## src/rtl/rf_pkg.sv

```systemverilog
// Shared types and constants for the register-file writeback path.
package rf_pkg;

    localparam int RF_ADDR_W   = 4;
    localparam int RF_DATA_W   = 16;
    localparam int RF_NUM_REGS = 16;

    localparam logic [RF_ADDR_W-1:0] RF_ZERO_ADDR = '0;

    typedef struct packed {
        logic [RF_ADDR_W-1:0] addr;
        logic [RF_DATA_W-1:0] data;
    } wb_entry_t;

    typedef enum logic {
        PRI0 = 1'b0,
        PRI1 = 1'b1
    } rr_pri_t;

    function automatic logic [RF_NUM_REGS-1:0] addr_onehot(input logic [RF_ADDR_W-1:0] a);
        return RF_NUM_REGS'(1) << a;
    endfunction

endpackage

```

## src/rtl/wb_fifo2.sv

```systemverilog
// Two-entry writeback FIFO; entry 0 is always the head.
// Scoreboard taps exist only when RF_WB_SCOREBOARD_EN is defined.
module wb_fifo2
    import rf_pkg::*;
(
    input  logic                clk,
    input  logic                nClear,
    input  logic                push,
    input  wb_entry_t           push_entry,
    input  logic                pop,
    output logic [1:0]          count,
    output wb_entry_t           head
`ifdef RF_WB_SCOREBOARD_EN
    ,
    output logic [1:0]                  ent_valid,
    output logic [1:0][RF_ADDR_W-1:0]   ent_addr
`endif
);

    wb_entry_t  e0_q, e0_d;
    wb_entry_t  e1_q, e1_d;
    logic [1:0] count_q, count_d;

    // Caller guarantees push only when count < 2 and pop only when count > 0.
    always_comb begin
        e0_d    = e0_q;
        e1_d    = e1_q;
        count_d = count_q;
        unique case ({push, pop})
            2'b11: begin
                if (count_q == 2'd1) begin
                    e0_d = push_entry;
                end else begin
                    e0_d = e1_q;
                    e1_d = push_entry;
                end
            end
            2'b01: begin
                e0_d    = e1_q;
                count_d = count_q - 2'd1;
            end
            2'b10: begin
                if (count_q == 2'd0) begin
                    e0_d = push_entry;
                end else begin
                    e1_d = push_entry;
                end
                count_d = count_q + 2'd1;
            end
            default: ;
        endcase
    end

    always_ff @(posedge clk or negedge nClear) begin
        if (!nClear) begin
            e0_q    <= '0;
            e1_q    <= '0;
            count_q <= 2'd0;
        end else begin
            e0_q    <= e0_d;
            e1_q    <= e1_d;
            count_q <= count_d;
        end
    end

    assign count = count_q;
    assign head  = e0_q;

`ifdef RF_WB_SCOREBOARD_EN
    assign ent_valid = {count_q == 2'd2, count_q != 2'd0};
    assign ent_addr  = {e1_q.addr, e0_q.addr};
`endif

endmodule

```

## src/rtl/rf_wb_arbiter.sv

```systemverilog
// Round-robin arbiter driving the register file write port from ALU and memory
// writeback buffers. RF_WB_SCOREBOARD_EN enables the per-register busy scoreboard.
module rf_wb_arbiter
    import rf_pkg::*;
#(
    parameter int ADDR_W = RF_ADDR_W,
    parameter int DATA_W = RF_DATA_W
) (
    input  logic              clk,
    input  logic              nClear,
    input  logic              wb0_valid,
    output logic              wb0_ready,
    input  logic [ADDR_W-1:0] wb0_addr,
    input  logic [DATA_W-1:0] wb0_data,
    input  logic              wb1_valid,
    output logic              wb1_ready,
    input  logic [ADDR_W-1:0] wb1_addr,
    input  logic [DATA_W-1:0] wb1_data,
    output logic [ADDR_W-1:0] Caddr,
    output logic [DATA_W-1:0] C,
    output logic              load,
    output logic [15:0]       busy,
    output logic [7:0]        drop_count
);

    logic [1:0] count0, count1;
    wb_entry_t  head0, head1;
    logic       acc0, acc1, drop0, drop1, push0, push1;
    logic       grant0, grant1;

    rr_pri_t           rr_pri_q, rr_pri_d;
    logic              load_q, load_d;
    logic [ADDR_W-1:0] caddr_q, caddr_d;
    logic [DATA_W-1:0] c_q, c_d;
    logic [7:0]        drop_q, drop_d;
    logic [8:0]        drop_sum;

    assign wb0_ready = (count0 != 2'd2);
    assign wb1_ready = (count1 != 2'd2);

    assign acc0  = wb0_valid & wb0_ready;
    assign acc1  = wb1_valid & wb1_ready;
    assign drop0 = acc0 & (wb0_addr == RF_ZERO_ADDR);
    assign drop1 = acc1 & (wb1_addr == RF_ZERO_ADDR);
    assign push0 = acc0 & ~drop0;
    assign push1 = acc1 & ~drop1;

`ifdef RF_WB_SCOREBOARD_EN
    logic [1:0]                ent_valid0, ent_valid1;
    logic [1:0][RF_ADDR_W-1:0] ent_addr0, ent_addr1;
`endif

    wb_fifo2 u_fifo0 (
        .clk        (clk),
        .nClear     (nClear),
        .push       (push0),
        .push_entry ('{addr: wb0_addr, data: wb0_data}),
        .pop        (grant0),
        .count      (count0),
        .head       (head0)
`ifdef RF_WB_SCOREBOARD_EN
        ,
        .ent_valid  (ent_valid0),
        .ent_addr   (ent_addr0)
`endif
    );

    wb_fifo2 u_fifo1 (
        .clk        (clk),
        .nClear     (nClear),
        .push       (push1),
        .push_entry ('{addr: wb1_addr, data: wb1_data}),
        .pop        (grant1),
        .count      (count1),
        .head       (head1)
`ifdef RF_WB_SCOREBOARD_EN
        ,
        .ent_valid  (ent_valid1),
        .ent_addr   (ent_addr1)
`endif
    );

    // Priority only matters when both buffers hold something.
    always_comb begin
        grant0   = 1'b0;
        grant1   = 1'b0;
        rr_pri_d = rr_pri_q;
        load_d   = 1'b0;
        caddr_d  = caddr_q;
        c_d      = c_q;
        if (count0 != 2'd0 && (count1 == 2'd0 || rr_pri_q == PRI0)) begin
            grant0 = 1'b1;
        end else if (count1 != 2'd0) begin
            grant1 = 1'b1;
        end
        if (grant0) begin
            rr_pri_d = PRI1;
            load_d   = 1'b1;
            caddr_d  = head0.addr;
            c_d      = head0.data;
        end else if (grant1) begin
            rr_pri_d = PRI0;
            load_d   = 1'b1;
            caddr_d  = head1.addr;
            c_d      = head1.data;
        end
    end

    always_comb begin
        drop_sum = {1'b0, drop_q} + {8'd0, drop0} + {8'd0, drop1};
        drop_d   = drop_sum[8] ? 8'hFF : drop_sum[7:0];
    end

    always_ff @(posedge clk or negedge nClear) begin
        if (!nClear) begin
            rr_pri_q <= PRI0;
            load_q   <= 1'b0;
            caddr_q  <= '0;
            c_q      <= '0;
            drop_q   <= 8'd0;
        end else begin
            rr_pri_q <= rr_pri_d;
            load_q   <= load_d;
            caddr_q  <= caddr_d;
            c_q      <= c_d;
            drop_q   <= drop_d;
        end
    end

    assign Caddr      = caddr_q;
    assign C          = c_q;
    assign load       = load_q;
    assign drop_count = drop_q;

`ifdef RF_WB_SCOREBOARD_EN
    logic [15:0] busy_c;

    always_comb begin
        busy_c = '0;
        for (int i = 0; i < 2; i++) begin
            if (ent_valid0[i]) busy_c = busy_c | addr_onehot(ent_addr0[i]);
            if (ent_valid1[i]) busy_c = busy_c | addr_onehot(ent_addr1[i]);
        end
        if (load_q) busy_c = busy_c | addr_onehot(caddr_q);
        busy_c[0] = 1'b0;
    end

    assign busy = busy_c;
`else
    assign busy = 16'h0000;
`endif

endmodule

```

## config.mk

```make
export PLATFORM = sky130hd
export DESIGN_NAME = rf_wb_arbiter
export DESIGN_NICKNAME = d
export VERILOG_FILES = /design/src/rtl/rf_pkg.sv /design/src/rtl/wb_fifo2.sv /design/src/rtl/rf_wb_arbiter.sv
export SDC_FILE = /design/constraint.sdc
export NUM_CORES = 1
export LEC_CHECK = 0
export CAP_MARGIN = 25
export CORE_AREA = 3 3 116 118
export CTS_CLUSTER_SIZE = 20
export DETAILED_ROUTE_END_ITERATION = 10
export DIE_AREA = 0 0 119 121
export GPL_TIMING_DRIVEN = 0
export PLACE_DENSITY = 0.76
export SLEW_MARGIN = 20
export SYNTH_ARGS = -nofsm -noshare
export SYNTH_HDL_FRONTEND = slang
export SYNTH_HIERARCHICAL = 1
export SYNTH_SLANG_ARGS = --single-unit
```

## constraint.sdc

```tcl
create_clock -name clk -period 2.5 [get_ports clk]
set_input_delay 0.25 -clock clk [delete_from_list [all_inputs] [get_ports clk]]
set_output_delay 0.25 -clock clk [all_outputs]
set_load 0.005 [all_outputs]
```

# Yosys cells after proc, flatten, opt, wreduce, memory -nomap -nowiden
# Index checks and enable logic that the tools add are counted.
# Widths: inputs -> output; s select.
dict set report totals {
  regBits 114
  in_bits 44
  out_inout_bits 47
  elab_cells 91
}
dict set report op_classes {
  addsub 6
  eq_ne 16
  n_mux 26
  bitwise_logic 9
  n_reduce_logical 19
}
# op n
set op_table {}
lappend op_table {{$mux 20} 8}
lappend op_table {{$pmux 20 s3} 2}
lappend op_table {{$pmux 20 s2} 2}
lappend op_table {{$mux 16} 2}
lappend op_table {{$ne 2x2->1 const B} 7}
lappend op_table {{$reduce_bool 2->1} 7}
lappend op_table {{$add 8x1->9} 1}
lappend op_table {{$add 9x1->9} 1}
lappend op_table {{$eq 2x1->1 const B} 4}
lappend op_table {{$eq 2x2->1 const B} 4}
lappend op_table {{$logic_not 4->1} 2}
lappend op_table {{$mux 4} 2}
lappend op_table {{$mux 8} 1}
lappend op_table {{$pmux 2 s2} 2}
lappend op_table {{$mux 1} 7}
lappend op_table {{$and 1x1->1} 6}
lappend op_table {{$reduce_and 3->1} 2}
lappend op_table {{$reduce_bool 3->1} 2}
lappend op_table {{$add 2x1->2 const B} 2}
lappend op_table {{$logic_not 2->1} 2}
lappend op_table {{$reduce_and 2->1} 2}
lappend op_table {{$sub 2x1->2 const B} 2}
lappend op_table {{$not 1->1} 3}
lappend op_table {{$ne 2x1->1 const B} 1}
lappend op_table {{2 further kinds} 2}

# Longest topological paths before layout
# Gate-level depths: netlist of the first run.
dict set report depth {
  word_depth 8
  mapped_depth 10
  mapped_depth_nobuf 8
}

# Cells and area by module
# The synthesis of the first run kept the hierarchy.
# mod instances cells_per_inst area_per_inst_um2 seq_area_each_um2
set by_module_without_submodules {}
lappend by_module_without_submodules {wb_fifo2 2 177 2308.5 1051.0}
lappend by_module_without_submodules {rf_wb_arbiter 1 139 1545.2 750.7}

# Worst setup path after synthesis of the first run
# Ideal clock, no wire load.
dict set report synth_timing {
  path_type {register to register}
  start {reg u_fifo0.count_q[0], in the netlist u_fifo0/count[0]}
  end {reg u_fifo1.e0_q (netlist bit u_fifo1/head[15])}
  setup_time_ps 125
  arrival_ps 2232
  t_required_ps 2375
  slack_ps 143
  stages_incl_launch_ff 10
  n_path_buf 2
  period_less_slack_ps 2357
  cell_sequence {dfrtp_1 > o21ba_2 > nor2_1 > buf_2 > inv_1 > ha_1 > buf_6 > mux2_2 > a32o_1 > mux2_4}
}
dict set report synth_between {
  elab_chain_len 6
  word_cells_on_any_way 10
  cone_classes {4 x eq/ne; 2 x mux; 4 x reduce/logical}
}
# element line_no
set synth_rtl {}
lappend synth_rtl {{from (decl)} wb_fifo2.sv:22} ;# logic [1:0] count_q, count_d;
lappend synth_rtl {{from (signal assigned)} wb_fifo2.sv:62} ;# count_q <= count_d;
lappend synth_rtl {{$reduce_bool 2->1 (*)} rf_wb_arbiter.sv:91} ;# if (count0 != 2'd0 && (count1 == 2'd0 || rr_pri_q == PRI0)) begin
lappend synth_rtl {{$logic_and 1x1->1 (*)} rf_wb_arbiter.sv:91}
lappend synth_rtl {{$mux 1 (*)} rf_wb_arbiter.sv:91}
lappend synth_rtl {{named net grant1} rf_wb_arbiter.sv:29} ;# logic grant0, grant1;
lappend synth_rtl {{$eq 2x2->1 / $eq 2x1->1 (equally long branches)} wb_fifo2.sv:29} ;# unique case ({push, pop})
lappend synth_rtl {{$ne 2x2->1 (no line) / $reduce_bool 3->1 (equally long branches)} --}
lappend synth_rtl {{$reduce_and 2->1 (no line)} --}
lappend synth_rtl {{to (signal assigned)} wb_fifo2.sv:56} ;# e0_q <= '0;
lappend synth_rtl {{to (signal assigned)} wb_fifo2.sv:60} ;# e0_q <= e0_d;
lappend synth_rtl {{to (decl)} wb_fifo2.sv:20} ;# wb_entry_t e0_q, e0_d;
# Mark *: on every way through the listed nets, which the timed path passes. The rest lies on a longest branch.
# A chain may end at the register's enable or synchronous reset.

# Final worst setup path of the first run
dict set report layout_timing {
  start {reg u_fifo1.count_q[1], in the netlist u_fifo1/count[1]}
  end {reg u_fifo0.e0_q (netlist bit u_fifo0/head[15])}
}
dict set report layout_between {
  elab_chain_len 7
  word_cells_on_any_way 11
  cone_classes {4 x eq/ne; 2 x mux; 5 x reduce/logical}
}
# element line_no
set layout_rtl {}
lappend layout_rtl {{from (decl)} wb_fifo2.sv:22}
lappend layout_rtl {{from (signal assigned)} wb_fifo2.sv:62}
lappend layout_rtl {{$logic_not 2->1 (*)} rf_wb_arbiter.sv:91}
lappend layout_rtl {{$logic_or 1x1->1 (*)} rf_wb_arbiter.sv:91}
lappend layout_rtl {{$logic_and 1x1->1 (*)} rf_wb_arbiter.sv:91}
lappend layout_rtl {{$mux 1 (*)} rf_wb_arbiter.sv:91}
lappend layout_rtl {{named net grant0} rf_wb_arbiter.sv:29}
lappend layout_rtl {{$eq 2x2->1 / $eq 2x1->1 (equally long branches)} wb_fifo2.sv:29}
lappend layout_rtl {{$ne 2x1->1 (no line) / $reduce_bool 3->1 (equally long branches)} --}
lappend layout_rtl {{$reduce_and 2->1 (no line)} --}
lappend layout_rtl {{to (signal assigned)} wb_fifo2.sv:56}
lappend layout_rtl {{to (signal assigned)} wb_fifo2.sv:60}
lappend layout_rtl {{to (decl)} wb_fifo2.sv:20}
# Marked as above.

==> metrics.md, run 1 <==
| Metric | Value |
|---|---|
| Max-Cap Viols | `0` |
| Cell with the most instances on the worst path | `sky130_fd_sc_hd__buf_6` |
| First-pass GRT wire length | `about 22000 um` |
| Maximum net fanout on the critical path | `12` |
| I/O pins | `91` |
| Classification of the worst setup path | `flop to flop` |
| CTS HTree Levels | `4` |
| Post-synth top area share | `0.4629` |
| Starting DRC count in detailed routing | `about 210` |
| Type of element launching the critical path | `flop` |
| Die span in y | `between 100 and 150 um` |
| First drt pass iteration count | `4` |
| Cells along the critical path | `nor2_4 -> o22a_4 -> buf_6 -> inv_1 -> ha_1 -> buf_6 -> mux2_2 -> a32o_1 -> mux2_4` |
| Library cell occupying the most area in the post-synthesis netlist | `sky130_fd_sc_hd__dfrtp_1` |
| Syn Std Cell Area | `about 0.0062 mm^2` |
| Die Footprint | `around 0.014 mm^2` |
| Final routed wire length divided by cell count | `between 15 and 20 um` |
| Final-stage net count | `between 600 and 700` |
| Number of clock sinks | `114` |
| GR Layer Usage met3 | `0.04242` |
| Synth async-reset ratio | `1.000` |
| Cell with the largest stage delay on the worst path | `sky130_fd_sc_hd__dfrtp_1` |
| Main area contributors after synthesis | `sky130_fd_sc_hd__dfrtp_1 46%, sky130_fd_sc_hd__mux2i_1 13%, sky130_fd_sc_hd__mux2_1 9.5%, sky130_fd_sc_hd__mux2_2 5.3%, sky130_fd_sc_hd__a22oi_1 4.9%` |
| Skew final | `about 7.7 ps` |
| Antenna fix cells | `0` |
| Placer Congestion | `about 0.8` |
| Critical path's largest stage delay | `between 400 and 500 ps` |
| Power density over the cells | `1557 mW/mm^2` |
| GRT Max-Usage Layer | `met2` |
| Post-route clock period utilization | `0.9617` |
| WP buf/inv | `3` |
| Number of buffers between clock root and the deepest sink | `2` |
| Commonest register cell after synthesis | `sky130_fd_sc_hd__dfrtp_1` |
| Number of DRC violations after detailed routing | `0` |
| Via count of the first global-routing pass | `4329` |
| FF-to-FF setup slack | `between 90 and 100 ps` |
| Data arrival time of the worst path | `between 2000 and 3000 ps` |
| Clock tree root driver cell | `sky130_fd_sc_hd__clkbuf_16` |
| Vias per cell | `about 5.3` |
| Global routing usage summed across all routing layers | `0.1980` |
| Average footprint of a synthesized cell | `12.50 um^2` |
| Initial antenna violation count | `0` |
| Worst r2r src | `u_fifo1/count[1]` |
| Final min period | `~2400 ps` |
| Count of final max-slew check failures | `0` |
| Number of placement rows | `41` |
| Met1 capacity usage during global routing | `0.2507` |
| Fraction of layout cells with a size suffix above 1 | `0.1997` |
| Area grow syn2layout | `27.68%` |
| Largest net degree at the start of global routing | `65` |
| Clock transition time at the flip-flop clock pins of the worst setup and hold paths | `~50 ps` |
| Area of all placed cells without fillers | `roughly 0.0079 mm^2` |
| Top cells by instance count after synthesis | `114 x sky130_fd_sc_hd__dfrtp_1, 78 x sky130_fd_sc_hd__mux2i_1, 52 x sky130_fd_sc_hd__mux2_1` |
| Via count | `4214` |
| Post-Route Utilization | `0.6260` |
| Yosys warning total | `6` |
| Routing usage on met2 | `0.3324` |
| EDFF count, synth | `0` |
| Post-synth cell types | `between 40 and 50` |
| Crit end category | `flop` |
| Remaining antenna violation count | `0` |
| Hpwl dp | `9679 um` |
| Clock tree from TritonCTS | `yes` |
| Count leader, synth | `sky130_fd_sc_hd__dfrtp_1` |
| Path category of the worst min-delay check | `input pin to async pin` |
| CTS Buf Count | `17` |
| Starting utilization of the core area | `0.4903` |
| Family of cells with the greatest summed delay on the critical path | `multiplexers` |
| Wire length reported by the detailed router | `roughly 14000 um` |
| PortBufs | `74` |
| Outcome | `finished clean` |
| Path depth of the worst reg2reg path | `9` |
| Capturing point of the worst reg2reg path | `u_fifo0/head[15]` |
| Seq cells post-synth | `approximately 110` |
| Peak Freq | `approximately 420 MHz` |
| Number of setup violations in the final report | `0` |
| Share of the yosys chip area belonging to registers | `0.4629` |
| Peak ir drop on the vdd network | `about 0.00085 V` |
| CP Data Required Time | `~2800 ps` |
| Post-DP Area | `about 0.007 mm^2` |
| Horizontal die dimension | `roughly 120 um` |
| Placeable Area | `between 0.01 and 0.015 mm^2` |
| Number of cells produced by synthesis | `just under 500` |
| Worst skew pair latency | `a little over 400 ps` |
| Count of final hold-check violations | `0` |
| Static Leak | `approximately 3.5 nW` |
| Overflow after GRT | `0` |
logic make-up after synthesis:
kind of cell,synth area share
adders and majority gates,0.03371
AOI/OAI and AO/OA,0.1058
other,0.0006086
and+or+nand+nor,0.05117
muxes,0.2796
xor gates and xnor gates,0.002843
buffers and inverters,0.06335
DFF,0.4629
worst max path at each step:
stage	from	endpoint	slack, ps	cells past startpoint
final	u_fifo1/count[1]	u_fifo0/head[15]	100	9
after CTS	u_fifo0/count[0]	u_fifo1/head[15]	20	9
after floorplan	u_fifo0/count[0]	u_fifo1/head[15]	140	9
after global placement	nClear	u_fifo1/e1_q[18]	-3070	1
after global routing	u_fifo1/count[1]	u_fifo0/head[15]	-30	9
after detailed placement	wb1_addr[0]	drop_count[6]	-260	9
state kept, by name, indices dropped and copies added, names as in the netlist:
signal         cells
u_fifo1/head      20
u_fifo0/e1_q      20
load               1
u_fifo1/count      2
rr_pri_q           1
u_fifo0/count      2
u_fifo0/head      20
drop_count         8
u_fifo1/e1_q      20
Caddr              4
C                 16
cells in the final DEF, fill, tap and decap left out, types with 3 or more instances in the layout:
cell,instances
sky130_fd_sc_hd__nand2b_1,5
sky130_fd_sc_hd__mux2i_1,78
sky130_fd_sc_hd__clkinv_2,3
sky130_fd_sc_hd__conb_1,16
sky130_fd_sc_hd__inv_1,16
sky130_fd_sc_hd__o21ai_0,4
sky130_fd_sc_hd__clkbuf_1,5
sky130_fd_sc_hd__clkdlybuf4s50_1,73
sky130_fd_sc_hd__a221o_1,19
sky130_fd_sc_hd__a21oi_1,6
sky130_fd_sc_hd__clkbuf_16,17
sky130_fd_sc_hd__nand2_1,9
sky130_fd_sc_hd__o21a_1,3
sky130_fd_sc_hd__buf_2,15
sky130_fd_sc_hd__mux2_2,29
sky130_fd_sc_hd__buf_6,8
sky130_fd_sc_hd__dfrtp_1,112
sky130_fd_sc_hd__mux2_1,52
sky130_fd_sc_hd__buf_4,24
sky130_fd_sc_hd__clkbuf_8,5
sky130_fd_sc_hd__ha_1,15
sky130_fd_sc_hd__a22oi_1,40
sky130_fd_sc_hd__nor2_4,3
sky130_fd_sc_hd__and2_1,20
where the power goes:
part           switching [W]  internal (W)  total (W)
combinational        0.00297       0.00343    0.00640
sequential          0.000649       0.00281    0.00346
clock               0.000810       0.00158    0.00239
total                0.00443       0.00782     0.0122
repair_timing:
item | CTS | global route
setup endpoints to repair | 51 | 75
hold endpoints to repair | 50 | 0
gates cloned | 0 | 0
resized for setup | 6 | 9
hold buffers | 1 | 0
setup buffers | 0 | 2
worst register-to-register path: stages (launching register included):
cell	delay, ps
sky130_fd_sc_hd__dfrtp_1	450
sky130_fd_sc_hd__nor2_4	180
sky130_fd_sc_hd__o22a_4	170
sky130_fd_sc_hd__buf_6	160
sky130_fd_sc_hd__inv_1	90
sky130_fd_sc_hd__ha_1	300
sky130_fd_sc_hd__buf_6	140
sky130_fd_sc_hd__mux2_2	340
sky130_fd_sc_hd__a32o_1	210
sky130_fd_sc_hd__mux2_4	250
metal layers:
| metal | wire (um) | vias to the layer above | part of all wire |
|---|---|---|---|
| li1 | - | 2008 | - |
| met4 | 218 | 0 | 0.016 |
| met5 | 0 | - | 0 |
| met2 | 6926 | 97 | 0.50 |
| met3 | 511 | 15 | 0.037 |
| met1 | 6250 | 2094 | 0.45 |
metrics by stage:
stage	std cells	setup TNS [ps]	power, W	hold slack [ps]	setup slack (ps)
floorplan	508	0	0.007960	-45.59	143.0
global placement	754	-357950	0.009396	469.9	-3070
detailed placement	755	-10890	0.009693	224.7	-255.1
CTS	786	0	0.01223	349.9	20.82
global route	788	-40.75	0.01302	398.7	-27.33
finish	788	0	0.01225	355.3	95.64
final cells by class:
type	instances	area, um^2
well taps	172	215.2
flip-flops and latches	114	2855
fillers	970	4701
multi-input cells	330	3025
inverters	16	60.06
repair buffers	78	794.5
plain buffers	48	336.6
clock buffers	25	505.5
clock inverters	5	75.07
Power figures use the tool's default switching activity.
==> run 2, diff against run 1 <==
--- a/config.mk
+++ b/config.mk
@@ -12,7 +12,6 @@
 export DIE_AREA = 0 0 119 121
 export GPL_TIMING_DRIVEN = 0
 export PLACE_DENSITY = 0.76
-export SLEW_MARGIN = 20
 export SYNTH_ARGS = -nofsm -noshare
 export SYNTH_HDL_FRONTEND = slang
 export SYNTH_HIERARCHICAL = 1
==> metrics.md, run 2 (synthesized netlist as in run 1, its figures left out) <==
| Metric | Value |
|---|---|
| Starting utilization of the core area | `0.4903 (unchanged)` |
| Count of final max-slew check failures | `0 (unchanged)` |
| Worst r2r src | `u_fifo1/count[1]` |
| CP Data Required Time | `2790 ps (about the same)` |
| Clock transition time at the flip-flop clock pins of the worst setup and hold paths | `50 ps (about the same)` |
| Transition time at the pin with the least slew margin | `721.3 ps` |
| Post-route clock period utilization | `0.9705 (+0.008723)` |
| Peak Freq | `412.2 MHz (-0.90%)` |
| Skew final | `8.859 ps (+1.111 ps)` |
| Largest net degree at the start of global routing | `61 (-6.2%)` |
| Path category of the worst min-delay check | `input pin to async pin` |
| Critical path's largest stage delay | `440 ps (about the same)` |
| Clock tree from TritonCTS | `yes` |
| Hpwl dp | `9681 um (about the same)` |
| Peak ir drop on the vdd network | `0.0007454 V (-12%)` |
| Max-Cap Viols | `0 (unchanged)` |
| Data arrival time of the worst path | `2710 ps (about the same)` |
| Cell with the most instances on the worst path | `sky130_fd_sc_hd__buf_2` |
| Capturing point of the worst reg2reg path | `u_fifo1/head[13]` |
| PortBufs | `74 (unchanged)` |
| Maximum net fanout on the critical path | `10 (-2)` |
| Leading cell type in the layout, fill and taps excluded | `sky130_fd_sc_hd__dfrtp_1` |
| Power density over the cells | `1572 mW/mm^2 (+0.99%)` |
| Placer Congestion | `0.8077 (unchanged)` |
| I/O pins | `91 (unchanged)` |
| Family of cells with the greatest summed delay on the critical path | `simple AND/OR/NAND/NOR gates` |
| Static Leak | `3.584 nW (+1.1%)` |
| Via count of the first global-routing pass | `4394 (+1.5%)` |
| Fraction of layout cells with a size suffix above 1 | `0.2084 (+0.008725)` |
| Cell Count, Final, Fillers Out | `791 (+0.38%)` |
| Final-layout setup total negative slack | `0 ps (unchanged)` |
| Wire length reported by the detailed router | `13780 um (-0.88%)` |
| Cell with the largest stage delay on the worst path | `sky130_fd_sc_hd__dfrtp_1` |
| WP buf/inv | `3 (unchanged)` |
| Relative max-transition margin | `0.5191` |
| Final min period | `2426 ps (+21.81 ps)` |
| Final-stage net count | `666 (+0.15%)` |
| Logic depth of the worst setup path including buffers | `10 (+1)` |
| Number of placement rows | `41 (unchanged)` |
| Number of fill cells | `952 (-1.9%)` |
| Final routed wire length divided by cell count | `17.42 um (-1.3%)` |
| Placeable Area | `0.01257 mm^2 (unchanged)` |
| Number of setup violations in the final report | `0 (unchanged)` |
| Starting DRC count in detailed routing | `235 (+15%)` |
| Via count | `4253 (+0.93%)` |
| Die Footprint | `0.01440 mm^2 (unchanged)` |
| Worst setup path startpoint | `u_fifo1/count[1]` |
| Remaining antenna violation count | `0 (unchanged)` |
| Worst-case hold slack | `437.1 ps (+81.88 ps)` |
| Clock tree root driver cell | `sky130_fd_sc_hd__clkbuf_16` |
| Overflow after GRT | `0 (unchanged)` |
| FF-to-FF setup slack | `70 ps (-20 ps)` |
| Global routing usage summed across all routing layers | `0.1958 (-0.002202)` |
| Number of clock sinks | `114 (unchanged)` |
| Outcome | `finished clean` |
| Number of buffers between clock root and the deepest sink | `2 (unchanged)` |
| Horizontal die dimension | `119 um (unchanged)` |
| First-pass GRT wire length | `22360 um (unchanged)` |
| Initial antenna violation count | `0 (unchanged)` |
| Cells along the critical path | `or2b_4 -> nand2_1 -> nor2_4 -> inv_1 -> ha_1 -> buf_2 -> buf_2 -> a22oi_1 -> mux2i_1 -> mux2_2` |
| Vias per cell | `5.377 (+0.54%)` |
| Worst skew pair latency | `410 ps (about the same)` |
| Count of final hold-check violations | `0 (unchanged)` |
| Area grow syn2layout | `28.63%` |
| CTS HTree Levels | `4 (unchanged)` |
| First drt pass iteration count | `4 (unchanged)` |
| Classification of the worst setup path | `flop to flop` |
| Top library cells by usage in the layout, fill and taps aside | `113 x sky130_fd_sc_hd__dfrtp_1, 78 x sky130_fd_sc_hd__mux2i_1, 73 x sky130_fd_sc_hd__clkdlybuf4s50_1, 52 x sky130_fd_sc_hd__mux2_1, 40 x sky130_fd_sc_hd__a22oi_1` |
| Type of element launching the critical path | `flop` |
| Antenna fix cells | `0 (unchanged)` |
| Die span in y | `121 um (unchanged)` |
| Path depth of the worst reg2reg path | `10 (+1)` |
| Cells after DPL | `755 (unchanged)` |
| Crit end category | `flop` |
| CTS Buf Count | `17 (unchanged)` |
| Worst setup path endpoint | `u_fifo1/head[13]` |
| Number of DRC violations after detailed routing | `0 (unchanged)` |
==> run 2: area by class of cell <==
type	count	area, um^2	area share
multi-input cells	330	3014	0.3803
flip-flops and latches	114	2854	0.3601
repair buffers	79	798.3	0.1007
clock buffers	24	521.8	0.06582
plain buffers	48	341.6	0.04309
well taps	172	215.2	0.02715
clock inverters	8	121.4	0.01531
inverters	16	60.06	0.007577
==> run 2: worst min-delay path by stage <==
stage                      from               end  depth (start not counted)
3_5_place_dp             nClear  u_fifo0/e1_q[11]                          1
4_1_cts                  nClear  u_fifo0/e1_q[10]                          2
2_1_floorplan            nClear              C[0]                          0
6_report                 nClear  u_fifo0/e1_q[11]                          2
5_1_grt                  nClear   u_fifo0/e1_q[8]                          2
3_3_place_gp   u_fifo0/e1_q[15]  u_fifo0/e1_q[15]                          1
==> run 2: power by group <==
group          internal [W]  leakage, nW  switching (W)
Combinational       0.00345         1.87        0.00297
Sequential          0.00281         1.39       0.000649
Clock               0.00175        0.318       0.000832
Total               0.00801         3.58        0.00445
==> run 2: routing by layer <==
layer	global-route usage	up-vias	wire, um
met1	0.2505	2132	6244
met3	0.04056	22	436
met2	0.3264	91	6875
met5	0	-	0
li1	-	2008	-
met4	0.07820	0	227
==> run 2: repair_timing <==
action / 4_1_cts / 5_1_grt
endpoints found under the hold margin: 54 / 0
hold buffers: 1 / 0
endpoints found under the setup margin: 43 / 72
gates cloned: 0 / 0
gates resized for setup: 6 / 10
pin swaps: 0 / 0
setup buffers: 0 / 3
==> run 2: through the flow <==
step	utilization	instance area [um^2]	total power, W	setup WS, ps
after CTS	0.6260	7868	0.01240	20.75
after global placement	0.5708	7174	0.009396	-3070
after floorplan	-	6218	0.007960	143.0
after global routing	0.6307	7926	0.01323	-23.30
final	0.6307	7926	0.01246	73.84
after detailed placement	0.5728	7199	0.009696	-257.7
==> run 3, diff against run 2 <==
--- a/config.mk
+++ b/config.mk
@@ -12,6 +12,7 @@
 export DIE_AREA = 0 0 119 121
 export GPL_TIMING_DRIVEN = 0
 export PLACE_DENSITY = 0.76
+export SETUP_SLACK_MARGIN = 0.15
 export SYNTH_ARGS = -nofsm -noshare
 export SYNTH_HDL_FRONTEND = slang
 export SYNTH_HIERARCHICAL = 1
==> metrics.md, run 3 (synthesized netlist as in run 1, its figures left out) <==
| Metric | Value |
|---|---|
| Fraction of layout cells with a size suffix above 1 | `0.2476 (+0.03922)` |
| Post-DP Area | `0.007202 mm^2 (about the same)` |
| Number of clock sinks | `114 (unchanged)` |
| Clock tree from TritonCTS | `yes` |
| Wire length reported by the detailed router | `14170 um (+2.8%)` |
| Type of element launching the critical path | `flop` |
| Die span in y | `121 um (unchanged)` |
| Outcome | `finished clean` |
| Area grow syn2layout | `31.31%` |
| Count of final hold-check violations | `0 (unchanged)` |
| Skew final | `7.222 ps (-1.638 ps)` |
| Area of all placed cells without fillers | `0.008092 mm^2 (+2.1%)` |
| WP buf/inv | `2 (-1)` |
| Count of final max-slew check failures | `0 (unchanged)` |
| Pre-CTS setup slack | `-226.6 ps (+31.10 ps)` |
| Antenna fix cells | `0 (unchanged)` |
| Transition time at the pin with the least slew margin | `669.7 ps (-51.58 ps)` |
| Vias per cell | `5.390 (+0.25%)` |
| Total internal power | `0.008217 W (+2.6%)` |
| Remaining antenna violation count | `0 (unchanged)` |
| Maximum net fanout on the critical path | `6 (-4)` |
| CTS HTree Levels | `4 (unchanged)` |
| Clock transition time at the flip-flop clock pins of the worst setup and hold paths | `50 ps (about the same)` |
| Cells along the critical path | `or2b_1 -> nand2_2 -> nor2_4 -> buf_4 -> ha_2 -> a22oi_2 -> o21a_4 -> buf_6 -> mux2_1` |
| Number of fill cells | `911 (-4.3%)` |
| Setup repair after global routing missed its margin | `yes` |
| Classification of the worst setup path | `flop to flop` |
| Via count of the first global-routing pass | `4513 (+2.7%)` |
| Overflow after GRT | `0 (unchanged)` |
| CP Data Required Time | `2780 ps (about the same)` |
| Number of setup violations in the final report | `0 (unchanged)` |
| Number of buffers between clock root and the deepest sink | `2 (unchanged)` |
| Number of placement rows | `41 (unchanged)` |
| Leading cell type in the layout, fill and taps excluded | `sky130_fd_sc_hd__dfrtp_1` |
| Clock tree root driver cell | `sky130_fd_sc_hd__clkbuf_16` |
| Net switching power of the design | `0.004587 W (+3.0%)` |
| Placer Congestion | `0.7892 (-2.3%)` |
| PortBufs | `74 (unchanged)` |
| Starting utilization of the core area | `0.4903 (unchanged)` |
| First-pass GRT wire length | `23150 um (+3.5%)` |
| Final routed wire length divided by cell count | `17.67 um (+1.4%)` |
| Hpwl dp | `9650 um (-0.32%)` |
| Cell Count, Final, Fillers Out | `802 (+1.4%)` |
| Power density over the cells | `1582 mW/mm^2 (+0.64%)` |
| Horizontal die dimension | `119 um (unchanged)` |
| First drt pass iteration count | `4 (unchanged)` |
| Switching Share | `0.3582 (+0.0008569)` |
| Peak Freq | `435.6 MHz (+5.7%)` |
| Placeable Area | `0.01257 mm^2 (unchanged)` |
| Relative max-transition margin | `0.5535 (+0.03438)` |
| Static Leak | `3.635 nW (+1.4%)` |
| Top library cells by usage in the layout, fill and taps aside | `110 x sky130_fd_sc_hd__dfrtp_1, 78 x sky130_fd_sc_hd__mux2i_1, 73 x sky130_fd_sc_hd__clkdlybuf4s50_1, 52 x sky130_fd_sc_hd__mux2_1, 36 x sky130_fd_sc_hd__a22oi_1` |
| Global routing usage summed across all routing layers | `0.2027 (+0.006841)` |
| Cells after DPL | `755 (unchanged)` |
| Worst setup slack after layout | `204.6 ps (+130.7 ps)` |
| Final min period | `2295 ps (-130.7 ps)` |
| Data arrival time of the worst path | `2570 ps (-140 ps)` |
| Number of DRC violations after detailed routing | `0 (unchanged)` |
| Starting DRC count in detailed routing | `251 (+6.8%)` |
| Critical path's largest stage delay | `450 ps (about the same)` |
| Largest net degree at the start of global routing | `65 (+6.6%)` |
| Cell with the largest stage delay on the worst path | `sky130_fd_sc_hd__dfrtp_2` |
| Die Footprint | `0.01440 mm^2 (unchanged)` |
| Combinational power share | `0.534 (+0.019)` |
| Initial antenna violation count | `0 (unchanged)` |
| Crit end category | `flop` |
| Path category of the worst min-delay check | `input pin to async pin` |
| I/O pins | `91 (unchanged)` |
| CTS Buf Count | `17 (unchanged)` |
| Post-route clock period utilization | `0.9182 (-0.05229)` |
| Max-Cap Viols | `0 (unchanged)` |
| Fraction of power consumed by sequential logic | `0.272 (-0.006)` |
| Worst skew pair latency | `410 ps (about the same)` |
| Portion of total power attributed to the clock network | `0.194 (-0.013)` |
| Peak ir drop on the vdd network | `0.0006523 V (-12%)` |
| Family of cells with the greatest summed delay on the critical path | `flip-flops` |
| Via count | `4323 (+1.6%)` |
| Final-stage net count | `678 (+1.8%)` |
==> run 3: timing repair <==
item / CTS / global route
buffers inserted: 5 / 8
setup endpoints to repair: 59 / 55
resized for setup: 14 / 39
endpoints found under the hold margin: 50 / 0
cloned: 0 / 2
pin swaps: 0 / 4
hold buffers: 1 / 0
==> run 3: power by group through the flow <==
stage / registers (W) / logic [W] / clock network [W]
2_1_floorplan: 0.00326 / 0.00471 / 0
3_3_place_gp: 0.00339 / 0.00602 / 0
3_5_place_dp: 0.00345 / 0.00625 / 0
4_1_cts: 0.00345 / 0.00647 / 0.00253
5_1_grt: 0.00358 / 0.00744 / 0.00262
6_report: 0.00348 / 0.00684 / 0.00249
==> run 3: cell type report <==
class                      instances  area, um^2  share of cell area
clock buffer                      19       442.9             0.05474
multi-input combinational        330        3094              0.3824
buffer                            48       357.8             0.04422
inverter                          16       60.06            0.007422
sequential                       114        2858              0.3532
clock inverter                    12       163.9             0.02026
tap                              172       215.2             0.02660
timing repair buffer              91       899.6              0.1112
==> run 3: through the flow <==
step | total power, W | hold slack [ps] | util | TNS, ps
after detailed placement | 0.009697 | 327.8 | 0.5730 | -10370
after CTS | 0.01245 | 437.3 | 0.6290 | 0
after global routing | 0.01364 | 467.5 | 0.6438 | 0
after floorplan | 0.007968 | -45.59 | - | 0
final | 0.01280 | 418.0 | 0.6438 | 0
after global placement | 0.009413 | 469.3 | 0.5710 | -352570
==> run 3: path summary, 6_finish.rpt <==
check	startpoint	endpoint	slack, ps	cells past startpoint
max in group asynchronous	nClear	u_fifo1/count[1]	1320	3
hold / removal	nClear	u_fifo0/e1_q[11]	420	2
setup reg to reg	u_fifo1/count[0]	u_fifo1/e1_q[13]	200	9
min in group clk	u_fifo1/e1_q[15]	u_fifo1/e1_q[15]	490	1
hold reg to reg	u_fifo1/e1_q[15]	u_fifo1/e1_q[15]	490	1
setup / recovery	u_fifo1/count[0]	u_fifo1/e1_q[13]	200	9
==> run 3: routing by layer <==
layer  up-vias  GRT usage  share of wire
met5         -          0              0
met4         0    0.07386          0.020
met3        21    0.04709          0.031
met2        88     0.3370           0.50
met1      2167     0.2594           0.45
li1       2047          -              -
